### config.mk
export PLATFORM = sky130hd
export DESIGN_NAME = id_stage_hs
export DESIGN_NICKNAME = d
export VERILOG_FILES = /design/src/rtl/id_stage_hs.sv
export SDC_FILE = /design/constraint.sdc
export NUM_CORES = 1
export LEC_CHECK = 0
export CAP_MARGIN = 0
export CORE_MARGIN = 1
export CORE_UTILIZATION = 35
export DETAILED_ROUTE_END_ITERATION = 7
export PLACE_DENSITY = 0.77
export SKIP_CTS_REPAIR_TIMING = 1
export SLEW_MARGIN = 15
export SYNTH_ARGS = -nofsm -noshare
export SYNTH_HDL_FRONTEND = slang
export SYNTH_SLANG_ARGS = --single-unit
### constraint.sdc
create_clock -name clk -period 2.6 [get_ports clk]
set_input_delay 0.65 -clock clk [delete_from_list [all_inputs] [get_ports clk]]
set_output_delay 0.65 -clock clk [all_outputs]
set_load 0.1 [all_outputs]
### src/rtl/id_stage_hs.sv
`default_nettype none
// ============================================================================
// Module      : id_stage_hs
// Description : ID/EX register with valid/ready handshake, one-hot
//               multi-source forward select, load-use bubble and flush.
//               Optional macro ID_WB_BYPASS_EN enables the write-back bypass.
// Revision    : 1.0
// ============================================================================
module id_stage_hs #(
    parameter int XLEN    = 32,
    parameter int RF_AW   = 5,
    parameter int FWD_EXT = 2,
    parameter int CTRL_W  = 32
) (
    input  logic                     clk,
    input  logic                     rst,
    input  logic                     id_flush,
    input  logic                     if2id_valid,
    output logic                     if2id_ready,
    input  logic [XLEN-1:0]          if2id_pc,
    input  logic [RF_AW-1:0]         dec_rs1_addr,
    input  logic [RF_AW-1:0]         dec_rs2_addr,
    input  logic                     dec_rs1_rd,
    input  logic                     dec_rs2_rd,
    input  logic [RF_AW-1:0]         dec_reg_waddr,
    input  logic                     dec_reg_wen,
    input  logic                     dec_mem_rd,
    input  logic                     dec_ill_instr,
    input  logic [CTRL_W-1:0]        dec_ctrl,
    input  logic [XLEN-1:0]          rf_rs1_data,
    input  logic [XLEN-1:0]          rf_rs2_data,
    input  logic                     wb_reg_wen,
    input  logic [RF_AW-1:0]         wb_reg_waddr,
    input  logic [XLEN-1:0]          wb_reg_wdata,
    input  logic [FWD_EXT-1:0]       fwd_wen,
    input  logic [FWD_EXT*RF_AW-1:0] fwd_waddr,
    input  logic                     ex_ready,
    output logic                     id2ex_valid,
    output logic [XLEN-1:0]          id2ex_pc,
    output logic [CTRL_W-1:0]        id2ex_ctrl,
    output logic [RF_AW-1:0]         id2ex_reg_waddr,
    output logic                     id2ex_reg_wen,
    output logic                     id2ex_mem_rd,
    output logic                     id2ex_ill_instr,
    output logic [XLEN-1:0]          id2ex_op1_data,
    output logic [XLEN-1:0]          id2ex_op2_data,
    output logic [FWD_EXT:0]         id2ex_op1_fwd_sel,
    output logic [FWD_EXT:0]         id2ex_op2_fwd_sel
);

    logic            w_advance;
    logic            w_load_stall;
    logic            w_capture;
    logic [XLEN-1:0] w_op1_data;
    logic [XLEN-1:0] w_op2_data;

    assign w_advance    = ~id2ex_valid | ex_ready;
    assign w_load_stall = if2id_valid & id2ex_valid & id2ex_mem_rd & id2ex_reg_wen &
                          (id2ex_reg_waddr != '0) &
                          ((dec_rs1_rd & (dec_rs1_addr == id2ex_reg_waddr)) |
                           (dec_rs2_rd & (dec_rs2_addr == id2ex_reg_waddr)));
    assign if2id_ready  = id_flush | (w_advance & ~w_load_stall);
    assign w_capture    = w_advance & if2id_valid & ~w_load_stall & ~id_flush;

`ifdef ID_WB_BYPASS_EN
    // Regfile reads before it writes, so a same-cycle WB value must be bypassed here
    assign w_op1_data = (wb_reg_wen && (wb_reg_waddr == dec_rs1_addr) && (dec_rs1_addr != '0))
                        ? wb_reg_wdata : rf_rs1_data;
    assign w_op2_data = (wb_reg_wen && (wb_reg_waddr == dec_rs2_addr) && (dec_rs2_addr != '0))
                        ? wb_reg_wdata : rf_rs2_data;
`else
    logic w_unused_wb;
    assign w_unused_wb = ^{wb_reg_wen, wb_reg_waddr, wb_reg_wdata};
    assign w_op1_data  = rf_rs1_data;
    assign w_op2_data  = rf_rs2_data;
`endif

    logic [RF_AW-1:0] w_src_addr [2];
    logic             w_src_rd   [2];

    assign w_src_addr[0] = dec_rs1_addr;
    assign w_src_addr[1] = dec_rs2_addr;
    assign w_src_rd[0]   = dec_rs1_rd;
    assign w_src_rd[1]   = dec_rs2_rd;

    // Bit 0 (EX result) beats every external source; lower external index beats higher
    for (genvar g = 0; g < 2; g++) begin : g_fwd_op
        logic [FWD_EXT:0] w_sel;
        logic             w_found;
        always_comb begin
            w_sel   = '0;
            w_found = 1'b0;
            if (w_src_rd[g] && (w_src_addr[g] != '0)) begin
                if (id2ex_valid && id2ex_reg_wen && (w_src_addr[g] == id2ex_reg_waddr)) begin
                    w_sel[0] = 1'b1;
                    w_found  = 1'b1;
                end
                for (int i = 0; i < FWD_EXT; i++) begin
                    if (!w_found && fwd_wen[i] &&
                        (w_src_addr[g] == fwd_waddr[i*RF_AW +: RF_AW])) begin
                        w_sel[i+1] = 1'b1;
                        w_found    = 1'b1;
                    end
                end
            end
        end
    end

    always_ff @(posedge clk) begin
        if (rst) begin
            id2ex_valid       <= 1'b0;
            id2ex_pc          <= '0;
            id2ex_ctrl        <= '0;
            id2ex_reg_waddr   <= '0;
            id2ex_reg_wen     <= 1'b0;
            id2ex_mem_rd      <= 1'b0;
            id2ex_ill_instr   <= 1'b0;
            id2ex_op1_data    <= '0;
            id2ex_op2_data    <= '0;
            id2ex_op1_fwd_sel <= '0;
            id2ex_op2_fwd_sel <= '0;
        end else if (w_advance) begin
            if (w_capture) begin
                id2ex_valid       <= 1'b1;
                id2ex_pc          <= if2id_pc;
                id2ex_ctrl        <= dec_ctrl;
                id2ex_reg_waddr   <= dec_reg_waddr;
                id2ex_reg_wen     <= dec_reg_wen & ~dec_ill_instr;
                id2ex_mem_rd      <= dec_mem_rd & ~dec_ill_instr;
                id2ex_ill_instr   <= dec_ill_instr;
                id2ex_op1_data    <= w_op1_data;
                id2ex_op2_data    <= w_op2_data;
                id2ex_op1_fwd_sel <= g_fwd_op[0].w_sel;
                id2ex_op2_fwd_sel <= g_fwd_op[1].w_sel;
            end else begin
                id2ex_valid       <= 1'b0;
                id2ex_reg_wen     <= 1'b0;
                id2ex_mem_rd      <= 1'b0;
                id2ex_ill_instr   <= 1'b0;
                id2ex_op1_fwd_sel <= '0;
                id2ex_op2_fwd_sel <= '0;
            end
        end
    end

endmodule
`default_nettype wire

==> impl_results.md <==
* CTS root buf: clkbuf_16
* Die Y-Extent at between 100 and 150 um
* Detailed Route Iter0 Violations at 259
* Clock transition at the registers of the reported paths at approximately 0.060 ns
* Reg2Reg Capture Point: id2ex_op1_fwd_sel[0]$_SDFFE_PP0N_
* Worst path required time at approximately 2.0 ns
* Status: complete, no violations
* Final Power at 6524 uW
* Cells on worst reg2reg path at 8
* Share of layout cells above drive strength 1 at 0.2746
* Antenna Cells at 0
* Global route total overflow at 0
* Cts bufs inserted at 17
* Mean area per synthesized cell at roughly 8.9 um^2
* Detailed Routing Iterations Pass 1 at 7
* Net Count, Synth at 908
* Min-Delay Endpoint: id2ex_op1_fwd_sel[1]$_SDFFE_PP0N_
* Rel. slew slack at 0.5831
* Port bufs at 308
* Clock Latency Late Sink at between 0.4 and 0.5 ns
* Arr. time, crit path at between 1.5 and 2 ns
* Final GP Congestion at 0.8460
* CP Launch Type: register
* Core Util, Final at 0.5784
* Die Area at between 0.015 and 0.02 mm^2
* H-tree depth at 4
* Mapped Area at roughly 0.0063 mm^2
* Sw frac at 0.3050
* Global-route wire length before repair at 28.23 mm
* RSZ-0062 raised after global routing: true
* Mapped Cells at 705
* CTS tree: done
* Internal power at 4534 uW
* DRT antenna net count at 0
* Routed vias/inst at 5.089
* Core area at 0.01748 mm^2
* Worst Skew at between 0.01 and 0.015 ns
* Row Count at 48
* Synthesis-to-finish area growth at 60.23%
* Wire length per cell after detailed routing at 15.21 um
* Hold Crit Start: id2ex_op1_fwd_sel[1]$_SDFFE_PP0N_
* CP Class: register to output pin
* Clk pwr share at 0.410
* Drt drc at 0
* All-Layer GR Usage at 0.1936
* Flops & latches, synth at about 140
* Hold/Removal Path Class: register to register
* Fin Hold WS at 0.4591 ns
* Worst r2r src: id2ex_reg_waddr[0]$_SDFFE_PP0P_
* R2R setup slack at approximately 0.27 ns
* Bufs on Longest Clock Path at 2
* Die width at 136.3 um
* Crit. End Element: output pin
* Hold Path Cell Cnt at 2
* Flop pwr share at 0.359
* Minimum clock period at approximately 2.6 ns
* Starting Density at 0.3610
* Initial antenna violation count at 0
* Static leakage at 0.004021 uW
* Setup ws final at about 0.025 ns
* Fmax at just under 400 MHz
* Power per cell area at 645.4 mW/mm^2
* Setup Viol. Count Final at 0
* Clock sink count at 143
* Detail Placement HPWL at around 13 mm
* Vias at between 6000 and 7000
* Tcrit/Tclk final at 0.9903
* Pre-CTS setup slack at -0.4880 ns
* Layout Cells excl Fill at 1230
* Max Slew Vio Count at 0
* Worst-Margin Slew at 0.6254 ns
* Vias in the first global route at 5652
* Final wirelength at 18.71 mm
* Largest fanout on the critical path at 5
* # IOs at 347
* Placed Cells at 1196
* Seq/Total Area, Yosys at 0.4538
* Max VDD drop at 0.5317 mV
* Logic pwr share at 0.231
* Yosys cell types at 35
* Psw at 1990 uW
* Hold Vio Cnt, Final at 0
* Final nets at 1195
* Synth Warn # at 0
* Max_cap viols at 0
* Largest net degree at the start of global routing at 108
## placed cells by master, fill, tap and decap left out, drive strengths merged, types with 3 or more instances in the layout
master / Yosys / final
clkdlybuf4s50: 0 / 153
nor4b: 3 / 3
or3b: 133 / 133
clkinv: 1 / 5
clkbuf: 67 / 20
or4: 3 / 3
nand4: 4 / 4
bufinv: 0 / 5
nor2: 8 / 8
dfxtp: 143 / 143
buf: 7 / 179
dlymetal6s2s: 0 / 9
nand2: 5 / 5
o21ai: 137 / 137
a21oi: 134 / 134
xnor2: 4 / 4
nand3: 7 / 7
xor2: 26 / 26
nor4: 4 / 4
## final cells by class
type / count / area (um^2)
inverter: 1 / 3.754
sequential: 143 / 2885
fill: 1580 / 7368
clock buffer: 19 / 442.9
multi-input combinational: 487 / 3179
timing repair buffer: 342 / 3105
tap: 225 / 281.5
clock inverter: 13 / 210.2
## cells by family after synthesis
group	synth area share
AO/OA/AOI/OAI	0.2303
XOR/XNOR	0.04165
buffers and inverters	0.04800
flip-flops	0.4538
AND/OR/NAND/NOR	0.2263
## sequential cells by signal (all words and copies together), names as in the netlist
signal	flops
id2ex_op1_data	32
id2ex_pc	32
id2ex_valid	1
id2ex_op2_data	32
id2ex_reg_waddr	5
id2ex_reg_wen	1
id2ex_ctrl	32
id2ex_mem_rd	1
id2ex_op2_fwd_sel	3
id2ex_op1_fwd_sel	3
id2ex_ill_instr	1
## critical path, cell delays in order, from the launching register on
cell and delay, ns:
dfxtp_4 0.37, xor2_1 0.17, nor3_2 0.25, nand3_2 0.13, a211oi_4 0.32, o21bai_4 0.09
buf_12 0.17
## cell usage after synthesis, drive strengths merged
cell | n | area share
nor3 | 2 | 0.0016
o41ai | 1 | 0.0026
o21ai | 137 | 0.11
a22o | 1 | 0.0014
dfxtp | 143 | 0.45
a32o | 2 | 0.0032
o21bai | 1 | 0.0012
nand3b | 1 | 0.0012
and3 | 2 | 0.0020
nor4b | 3 | 0.0042
nor2b | 1 | 0.00099
or4 | 3 | 0.0042
nor4 | 4 | 0.0040
clkinv | 1 | 0.00059
and4 | 1 | 0.0014
or3 | 1 | 0.0018
nand2 | 5 | 0.0030
a31o | 1 | 0.0014
or3b | 133 | 0.18
nor2 | 8 | 0.0060
nand3 | 7 | 0.0056
xor2 | 26 | 0.036
xnor2 | 4 | 0.0056
a21oi | 134 | 0.11
clkbuf | 67 | 0.040
or2 | 1 | 0.00099
o31ai | 2 | 0.0024
nand4 | 4 | 0.0040
nand2b | 1 | 0.00099
buf | 7 | 0.0075
a211oi | 1 | 0.0032
## routing by layer
| metal | GRT usage | up-vias | wire (um) |
|---|---|---|---|
| met3 | 0.07383 | 36 | 1509 |
| met1 | 0.2232 | 2876 | 7596 |
| li1 | - | 3128 | - |
| met5 | 0 | - | 0 |
| met2 | 0.3212 | 219 | 9149 |
| met4 | 0.07593 | 0 | 455 |
## power by group through the flow
| stage | Combinational, uW | Sequential (uW) | Clock (uW) |
|---|---|---|---|
| 3_5_place_dp | 1510 | 2390 | 0 |
| 2_1_floorplan | 286 | 3090 | 0 |
| 6_report | 1510 | 2340 | 2680 |
| 3_3_place_gp | 1500 | 2380 | 0 |
| 4_1_cts | 1510 | 2340 | 2750 |
| 5_1_grt | 1570 | 2350 | 2840 |
## worst max path at each step
stage / slack (ns) / from / cells after the start / end
after global routing: -0.07 / id2ex_reg_waddr[4]$_SDFFE_PP0P_ / 6 / if2id_ready
after floorplan: -0.21 / dec_rs1_addr[4] / 8 / if2id_ready
after CTS: -0.50 / dec_rs1_addr[4] / 7 / if2id_ready
after global placement: -0.46 / dec_rs1_addr[4] / 7 / if2id_ready
final: 0.03 / id2ex_reg_waddr[4]$_SDFFE_PP0P_ / 6 / if2id_ready
after detailed placement: -0.49 / dec_rs1_addr[4] / 7 / if2id_ready
## metrics by stage
| step | instance area (um^2) | TNS [ns] |
|---|---|---|
| after floorplan | 6355 | -0.2148 |
| after global placement | 9398 | -51.02 |
| after detailed placement | 9398 | -57.56 |
| after CTS | 10050 | -1.812 |
| after global routing | 10110 | -0.07189 |
| final | 10110 | 0 |
Power figures use the tool's default switching activity.
